`config.mk`:
```
export PLATFORM = sky130hd
export DESIGN_NAME = ds2411_id_check
export DESIGN_NICKNAME = d
export VERILOG_FILES = /design/src/rtl/ds2411_pkg.sv /design/src/rtl/crc8_maxim_serial.sv /design/src/rtl/ds2411_id_check.sv
export SDC_FILE = /design/constraint.sdc
export NUM_CORES = 1
export LEC_CHECK = 0
export CAP_MARGIN = 30
export CORE_AREA = 2 2 117 119
export DETAILED_ROUTE_END_ITERATION = 6
export DIE_AREA = 0 0 119 121
export PLACE_DENSITY_LB_ADDON = 0.1
export SYNTH_ARGS = -nofsm -noshare
export SYNTH_HDL_FRONTEND = slang
export SYNTH_SLANG_ARGS = --single-unit
```
`constraint.sdc`:
```
create_clock -name clk -period 15.17 [get_ports clk]
set_input_delay 3.7925 -clock clk [delete_from_list [all_inputs] [get_ports clk]]
set_output_delay 3.7925 -clock clk [all_outputs]
set_load 0.02 [all_outputs]
```
`src/rtl/ds2411_pkg.sv`:
```
// Shared types and constants for the DS2411 ID checker.
// Bit mapping: received bit i of the ROM image sits at rom[63-i].
package ds2411_pkg;

  typedef enum logic [2:0] {
    IDLE,
    REQ,
    WAIT,
    CRC,
    FAIL_CHK
  } state_t;

  localparam logic [7:0] CRC8_POLY_REFL = 8'h8C;
  localparam logic [7:0] FAMILY_DS2411  = 8'h01;
  localparam int         ROM_BITS       = 64;

  // Family byte: family[k] = rom[63-k]
  function automatic logic [7:0] rom_family(input logic [ROM_BITS-1:0] rom);
    logic [7:0] res;
    for (int k = 0; k < 8; k++) res[k] = rom[63-k];
    return res;
  endfunction

  // Serial number: serial[k] = rom[55-k]
  function automatic logic [47:0] rom_serial(input logic [ROM_BITS-1:0] rom);
    logic [47:0] res;
    for (int k = 0; k < 48; k++) res[k] = rom[55-k];
    return res;
  endfunction

endpackage

```
`src/rtl/crc8_maxim_serial.sv`:
```
// Bit-serial Maxim/Dallas CRC-8 (x^8+x^5+x^4+1, reflected form 8'h8C).
// One input bit per enabled clock, LSB-first stream order.
module crc8_maxim_serial
  import ds2411_pkg::*;
(
  input  logic       clk,
  input  logic       reset,
  input  logic       clr,
  input  logic       en,
  input  logic       bit_in,
  output logic [7:0] crc
);

  logic [7:0] crc_q;
  logic [7:0] crc_next;
  logic       fb;

  // Next CRC value for the current input bit
  always_comb begin
    fb       = crc_q[0] ^ bit_in;
    crc_next = (crc_q >> 1) ^ (fb ? CRC8_POLY_REFL : 8'h00);
  end

  // CRC register: synchronous clear wins over update
  always_ff @(posedge clk or posedge reset) begin
    if (reset)    crc_q <= 8'h00;
    else if (clr) crc_q <= 8'h00;
    else if (en)  crc_q <= crc_next;
  end

  assign crc = crc_q;

endmodule

```
`src/rtl/ds2411_id_check.sv`:
```
// DS2411 ID checker: drives the reader's go handshake, validates the ROM
// image (CRC-8 and family byte), retries, and latches the serial number.
// Optional build macro: DS2411_ERR_COUNT_EN enables the error counters;
// without it crc_err_count and nodev_count read 0.
//
// Reader handshake: go_out is held high until the synchronised working
// input is seen high; an attempt ends on the synchronised falling edge of
// working, at which point done/error (synchronised with the same latency)
// qualify the result. rom_in must be stable across that edge.
//
// attempts counts started attempts in the current sequence (saturating at
// 7), so MAX_RETRY must be 6 or less for the retry limit to be reachable.
module ds2411_id_check
  import ds2411_pkg::*;
#(
  parameter logic [7:0] FAMILY_CODE = FAMILY_DS2411,
  parameter int         MAX_RETRY   = 3,
  parameter int         REQ_TIMEOUT = 1000,
  parameter int         AUTO_START  = 1
) (
  input  logic                clk,
  input  logic                reset,
  input  logic                start,
  output logic                go_out,
  input  logic [ROM_BITS-1:0] rom_in,
  input  logic                working_in,
  input  logic                done_in,
  input  logic                error_in,
  output logic                busy,
  output logic                id_valid,
  output logic                id_fail,
  output logic [47:0]         serial_number,
  output logic [7:0]          family_code,
  output logic [2:0]          attempts,
  output logic [7:0]          crc_err_count,
  output logic [7:0]          nodev_count,
  output state_t              state_dbg
);

  localparam int TW = (REQ_TIMEOUT > 1) ? $clog2(REQ_TIMEOUT) : 1;

  // Synchroniser chain: bit 0 working, bit 1 done, bit 2 error
  logic [2:0] sync1_q, sync2_q;
  logic       work_d_q;
  logic       work_s, done_s, err_s, work_fall;

  state_t              state_q, state_d;
  logic                go_q, go_d;
  logic                busy_q, busy_d;
  logic                valid_q, valid_d;
  logic                fail_q, fail_d;
  logic [2:0]          attempts_q, attempts_d;
  logic [TW-1:0]       timer_q, timer_d;
  logic [6:0]          bit_cnt_q, bit_cnt_d;
  logic [ROM_BITS-1:0] rom_sh_q, rom_sh_d;
  logic [7:0]          fam_q, fam_d;
  logic [47:0]         ser_q, ser_d;
  logic                auto_pend_q;

  logic       crc_clr, crc_en, crc_bit;
  logic [7:0] crc;
  logic       timeout_hit, crc_done, id_good;
  logic [7:0] fam_rx;
  logic [47:0] ser_rx;

  // Two-flop synchronisers plus a delayed working for edge detection
  always_ff @(posedge clk or posedge reset) begin
    if (reset) begin
      sync1_q  <= 3'b000;
      sync2_q  <= 3'b000;
      work_d_q <= 1'b0;
    end else begin
      sync1_q  <= {error_in, done_in, working_in};
      sync2_q  <= sync1_q;
      work_d_q <= sync2_q[0];
    end
  end

  assign work_s    = sync2_q[0];
  assign done_s    = sync2_q[1];
  assign err_s     = sync2_q[2];
  assign work_fall = work_d_q & ~work_s;

  assign timeout_hit = (timer_q == TW'(REQ_TIMEOUT - 1));
  assign crc_done    = bit_cnt_q[6];
  assign crc_bit     = rom_sh_q[~bit_cnt_q[5:0]];
  assign fam_rx      = rom_family(rom_sh_q);
  assign ser_rx      = rom_serial(rom_sh_q);
  assign id_good     = (crc == 8'h00) && (fam_rx == FAMILY_CODE);

  crc8_maxim_serial u_crc (
    .clk    (clk),
    .reset  (reset),
    .clr    (crc_clr),
    .en     (crc_en),
    .bit_in (crc_bit),
    .crc    (crc)
  );

  // Next-state and next-register values
  always_comb begin
    state_d    = state_q;
    go_d       = go_q;
    busy_d     = busy_q;
    valid_d    = valid_q;
    fail_d     = fail_q;
    attempts_d = attempts_q;
    timer_d    = timer_q;
    bit_cnt_d  = bit_cnt_q;
    rom_sh_d   = rom_sh_q;
    fam_d      = fam_q;
    ser_d      = ser_q;
    crc_clr    = 1'b1;
    crc_en     = 1'b0;

    case (state_q)
      IDLE: begin
        if (start || auto_pend_q) begin
          valid_d    = 1'b0;
          fail_d     = 1'b0;
          attempts_d = 3'd1;
          busy_d     = 1'b1;
          go_d       = 1'b1;
          timer_d    = '0;
          state_d    = REQ;
        end
      end
      REQ: begin
        if (work_s) begin
          go_d    = 1'b0;
          state_d = WAIT;
        end else if (timeout_hit) begin
          go_d    = 1'b0;
          state_d = FAIL_CHK;
        end else begin
          timer_d = timer_q + 1'b1;
        end
      end
      WAIT: begin
        if (work_fall) begin
          if (err_s || !done_s) begin
            state_d = FAIL_CHK;
          end else begin
            rom_sh_d  = rom_in;
            bit_cnt_d = '0;
            state_d   = CRC;
          end
        end
      end
      CRC: begin
        crc_clr = 1'b0;
        if (!crc_done) begin
          crc_en    = 1'b1;
          bit_cnt_d = bit_cnt_q + 1'b1;
        end else if (id_good) begin
          fam_d   = fam_rx;
          ser_d   = ser_rx;
          valid_d = 1'b1;
          busy_d  = 1'b0;
          state_d = IDLE;
        end else begin
          state_d = FAIL_CHK;
        end
      end
      FAIL_CHK: begin
        if (int'(attempts_q) > MAX_RETRY) begin
          fail_d  = 1'b1;
          busy_d  = 1'b0;
          state_d = IDLE;
        end else begin
          attempts_d = (attempts_q == 3'd7) ? 3'd7 : attempts_q + 1'b1;
          go_d       = 1'b1;
          timer_d    = '0;
          state_d    = REQ;
        end
      end
      default: state_d = IDLE;
    endcase
  end

  // State and datapath registers
  always_ff @(posedge clk or posedge reset) begin
    if (reset) begin
      state_q     <= IDLE;
      go_q        <= 1'b0;
      busy_q      <= 1'b0;
      valid_q     <= 1'b0;
      fail_q      <= 1'b0;
      attempts_q  <= 3'd0;
      timer_q     <= '0;
      bit_cnt_q   <= '0;
      rom_sh_q    <= '0;
      fam_q       <= 8'h00;
      ser_q       <= 48'h0;
      auto_pend_q <= (AUTO_START != 0);
    end else begin
      state_q     <= state_d;
      go_q        <= go_d;
      busy_q      <= busy_d;
      valid_q     <= valid_d;
      fail_q      <= fail_d;
      attempts_q  <= attempts_d;
      timer_q     <= timer_d;
      bit_cnt_q   <= bit_cnt_d;
      rom_sh_q    <= rom_sh_d;
      fam_q       <= fam_d;
      ser_q       <= ser_d;
      auto_pend_q <= 1'b0;
    end
  end

`ifdef DS2411_ERR_COUNT_EN
  logic       crc_fail_ev, nodev_ev;
  logic [7:0] crc_err_q, nodev_q;

  assign crc_fail_ev = (state_q == CRC) && crc_done && !id_good;
  assign nodev_ev    = ((state_q == REQ) && !work_s && timeout_hit) ||
                       ((state_q == WAIT) && work_fall && err_s);

  // Saturating failure counters, cleared only by reset
  always_ff @(posedge clk or posedge reset) begin
    if (reset) begin
      crc_err_q <= 8'h00;
      nodev_q   <= 8'h00;
    end else begin
      if (crc_fail_ev && crc_err_q != 8'hFF) crc_err_q <= crc_err_q + 1'b1;
      if (nodev_ev && nodev_q != 8'hFF)      nodev_q   <= nodev_q + 1'b1;
    end
  end

  assign crc_err_count = crc_err_q;
  assign nodev_count   = nodev_q;
`else
  assign crc_err_count = 8'h00;
  assign nodev_count   = 8'h00;
`endif

  assign go_out        = go_q;
  assign busy          = busy_q;
  assign id_valid      = valid_q;
  assign id_fail       = fail_q;
  assign attempts      = attempts_q;
  assign family_code   = fam_q;
  assign serial_number = ser_q;
  assign state_dbg     = state_q;

endmodule

```
## Word level (Yosys, flattened, before mapping)

Index checks and enable logic that the tools add are counted.

- Bits of input ports: 70
- Flip-flop bits (word level): 163

- Order comparisons: 2
- Equal/unequal tests: 19
- Mux-type cells: 43
- Bitwise logic cells: 6
- Reductions and logical operators: 22
- Add/sub/neg operators: 3

Operators by type and width:

| operator | count |
|---|---|
| $mux 10 | 4 |
| $pmux 10 s3 | 1 |
| $mux 3 | 9 |
| $mux 8 | 3 |
| $ne 2x2->1 const B | 11 |
| $mux 7 | 3 |
| $reduce_and 4->1 | 4 |
| $mux 1 | 15 |
| $pmux 3 s5 | 1 |
| $reduce_and 3->1 | 5 |
| $pmux 7 s2 | 1 |
| $add 10x1->10 const B | 1 |
| $eq 10x10->1 const B | 1 |
| $reduce_and 5->1 | 2 |
| $eq 8x1->1 const B | 1 |
| $logic_not 8->1 | 1 |
| $xor 7x8->8 | 1 |
| $add 7x1->7 const B | 1 |
| $lt 6x7->1 const B | 1 |
| $bmux 1 s6 | 1 |
| $eq 3x2->1 const B | 2 |
| $eq 3x3->1 const B | 2 |
| $not 6->6 | 1 |
| $pmux 1 s3 | 2 |
| 15 further kinds | 21 |

## Logic depth before layout (Yosys ltp)

- Depth in word-level cells: 8
- Mapped depth: 9

## Hierarchy

A second synthesis with hierarchy kept.

- Cells, all modules: 657
- Area total of the unflattened synthesis: 7,236.9 um^2

By module, submodules not included:

| module | seq. area each (um^2) | instances | cells each | area an instance (um^2) |
|---|---|---|---|---|
| ds2411_id_check | 3,880.0 | 1 | 624 | 6,872.8 |
| crc8_maxim_serial | 200.2 | 1 | 33 | 364.1 |

## Worst setup path before layout

OpenSTA, ideal clock, no wires.

- Path type: input to register
- From: input port start
- To: register timer_q[6]
- Stages: 6
- Slack: 10,256 ps
- Required time: 15,038 ps
- Setup time: 132 ps
- Path buffers: 0
- Arrival time: 4,782 ps
- Cells stage by stage: or3_1 > a31oi_1 > nor3b_2 > nand3_1 > xor2_1 > nor2_1

- Word-level cells in the longest chain between the ends: 3

RTL lines:

| element | line | RTL |
|---|---|---|
| start, declared | ds2411_id_check.sv:23 | `input logic start,` |
| $logic_or 1x1->1 | ds2411_id_check.sv:118 | `if (start \|\| auto_pend_q) begin` |
| $ne 2x2->1 (no source line) | -- |  |
| $reduce_and 5->1 (no source line) | -- |  |
| end signal, assigned | ds2411_id_check.sv:203 | `timer_q <= timer_d;` |
| end, declared | ds2411_id_check.sv:53 | `logic [TW-1:0] timer_q, timer_d;` |

Every way passes these cells.
A chain may end at the register's enable or synchronous reset.

## Final worst setup path

- From: register state_q[0] (netlist: state_dbg[0])
- To: output port state_dbg[0]

RTL lines:

| element | line | RTL |
|---|---|---|
| start, declared | ds2411_id_check.sv:47 | `state_t state_q, state_d;` |
| start signal, assigned | ds2411_id_check.sv:197 | `state_q <= state_d;` |
| end, declared | ds2411_id_check.sv:37 | `output state_t state_dbg` |

No word-level cell between the ends.

==> impl_metrics.yaml <==
clock_network:
  clkSinkCount: 163
  clk-insertion-delay-late_ns: 0.42
  path_clk_slew_ns: 0.06
  htreeDepth: 4
  clk_path_buf_depth: 2
  cts_tree: "yes"
  cts-hold-fix-buffers: 0
  root_buffer: "clkbuf_16"
  postCtsSetupBuffers: 0
  post_cts_resize_count: 0
  numCtsBuffers: 17
finish:
  final_cell_area_um2: 9270
  antenna_cells: 0
  drive_gt1_frac: 0.1410
  final_nets: 847
  fillerInstances: 937
  area_growth_pct: 30.12
yosys:
  ys_warn_count: 0
  yosysTopAreaCellShare: 0.5690
  ys.flop_type: "dfrtp_1"
  synth_seq_cells: 163
  synth_edf_count: 0
  synthArstFlopShare: 1.000
  synthTopCellsByArea: "dfrtp_1 (57%), nand2_1 (11%), mux2_2 (8.5%)"
  ys_seq_area_frac: 0.5727
  synth_cell_types: 53
  synth_top_area_cell: "dfrtp_1"
  synth.top_cells.by_count: "nand2_1 (209), dfrtp_1 (162), mux2_2 (54)"
  syn_area_um2: 7124
  syn_inst: 648
  synth.avg_cell_area_um2: 10.99
  post-synth-top-count-cell: "nand2_1"
pwr:
  switchingPower_mw: 0.4502
  peakVddDrop_mv: 0.09269
  swShare: 0.2982
  total_power_mw: 1.510
  p_leak_nw: 4.269
  p_int_mw: 1.059
  power_density_nw_per_um2: 162.8
  p_seq_frac: 0.419
  combPwrFrac: 0.232
  pwr-share-clk: 0.349
worst_setup_path:
  crit_buf_inv: 1
  reg2reg_slack_ns: 12.17
  worstReg2RegEnd: "u_crc.crc[3]$_DFFE_PP0P_"
  crit_family: "buffers and inverters"
  worst_setup_path_start_kind: "flip-flop"
  critPathMaxStageDelay_ns: 0.67
  cp-startpoint: "state_dbg[0]$_DFFE_PP0P_"
  cp.depth: 1
  reg2reg_depth: 7
  crit_arrival_ns: 1.62
  crit_slowest_cell: "clkdlybuf4s50_1"
  crit_required_ns: 11.38
  crit_fanout: 11
  end_kind: "primary output"
  critical_path_class: "flip-flop to primary output"
  crit_chain: "clkdlybuf4s50_1"
  r2r-start: "bit_cnt_q[0]$_DFFE_PP0P_"
  endpoint: "state_dbg[0]"
run_status:
  outcome: "complete, no violations"
global_routing:
  grt_usage: 0.2356
  grt_start_max_net_pins: 98
  grt_overflow: 0
  grt_pass1_wl_um: 26520
  antenna_found_initial: 0
  grt_pass1_vias: 5386
drt:
  detail-route-antenna-nets: 0
  drt-initial-drc-count: 290
  route.detailed.drc: 0
  wl_per_cell_um: 16.53
  vias_per_cell: 5.280
  via_count: 5085
  wl_um: 15920
  dr.pass1.iters: 4
sta:
  tns_ns: 0
  tightest_slew_ns: 0.8637
  hold_viol: 0
  min_period_ns: 5.414
  fmax_mhz: 184.7
  drv_slew: 0
  skew_ns: 0.009486
  whs_ns: 0.3470
  finalSetupViolCount: 0
  post-route-period-util: 0.3569
  fin_ws_ns: 9.756
  rsz0062_at_grt: "no"
  max_slew_margin: 0.4242
floorplanning:
  core_area_um2: 13090
  die_y_um: 121
  start_util: 0.5445
  die_x_um: 119
  die_area_um2: 14400
  pin_count: 152
  rows: 42
hold_path:
  worstHoldPathType: "flip-flop to flip-flop"
  hp-start: "sync1_q[2]$_DFF_PP0_"
placement:
  hpwlAfterDp_um: 10340
  place.gp.congestion: 0.8496
  io_buffers: 135
  dpl_worst_slack_ns: 9.327
  placed_area_um2: 8536
job:
  drv_cap: 0
[metal layers]
| layer | vias to the layer above | track usage | share of wire |
|---|---|---|---|
| li1 | 2384 | - | - |
| met1 | 2538 | 0.3084 | 0.43 |
| met2 | 147 | 0.3833 | 0.50 |
| met3 | 16 | 0.06062 | 0.055 |
| met4 | 0 | 0.08482 | 0.012 |
| met5 | - | 0 | 0 |
[placed cells by master (no fill, tap or decap), types with 4 or more instances in the layout]
cell,n
o21ai_0,8
clkbuf_16,17
nand2b_1,4
nand2_1,208
buf_4,5
a21oi_1,5
nor2b_1,11
xnor2_1,7
o22ai_1,5
mux2_2,54
conb_1,17
mux4_2,11
dfrtp_1,162
nand3_1,6
xor2_1,9
mux2i_1,14
inv_6,5
bufinv_16,8
a22o_1,4
nor2_1,27
clkdlybuf4s50_1,135
inv_1,6
and3_1,5
[cell families after synthesis]
logic type	share of synthesized area
and+or+nand+nor	0.1726
DFF	0.5727
muxes	0.1472
buffers and inverters	0.04127
AOI/OAI and AO/OA	0.04075
xor gates and xnor gates	0.01967
adders and majority gates	0.005269
other	0.0005264
[worst min path at each step]
stage                     slack [ns]              endpoint  depth (start not counted)
after floorplan                 0.33  sync2_q[0]$_DFF_PP0_                          0
after global placement          0.33  sync2_q[1]$_DFF_PP0_                          0
after detailed placement        0.34  sync2_q[2]$_DFF_PP0_                          0
after CTS                       0.35  sync2_q[2]$_DFF_PP0_                          0
after global routing            0.36  sync2_q[1]$_DFF_PP0_                          0
final                           0.35  sync2_q[2]$_DFF_PP0_                          0
[through the flow]
step	std cells	utilization
2_1_floorplan	664	-
3_3_place_gp	931	0.6523
3_5_place_dp	931	0.6523
4_1_cts	963	0.7085
5_1_grt	963	0.7085
6_report	963	0.7085
[flip-flops by register name, summed over array words and instances (netlist names), 7 cells and up]
name / cells
rom_sh_q: 64
serial_number: 48
timer_q: 10
family_code: 8
u_crc.crc: 8
bit_cnt_q: 7
[power by group through the flow]
| stage | sequential, mW | clock (mW) | combinational, mW |
|---|---|---|---|
| floorplan | 0.603 | 0 | 0.269 |
| global placement | 0.631 | 0 | 0.335 |
| detailed placement | 0.639 | 0 | 0.347 |
| CTS | 0.632 | 0.534 | 0.354 |
| global route | 0.649 | 0.552 | 0.393 |
| finish | 0.633 | 0.527 | 0.350 |
[area by class of cell]
cell class	count	area, um2	area share
clock buffers	18	439.2	0.04737
clock inverters	14	295.3	0.03185
inverters	7	31.28	0.003374
multi-input cells	445	2815	0.3037
flip-flops and latches	163	4080	0.4401
well taps	176	220.2	0.02375
repair buffers	140	1389	0.1498
Note: power is estimated with default switching activity, not from simulation.
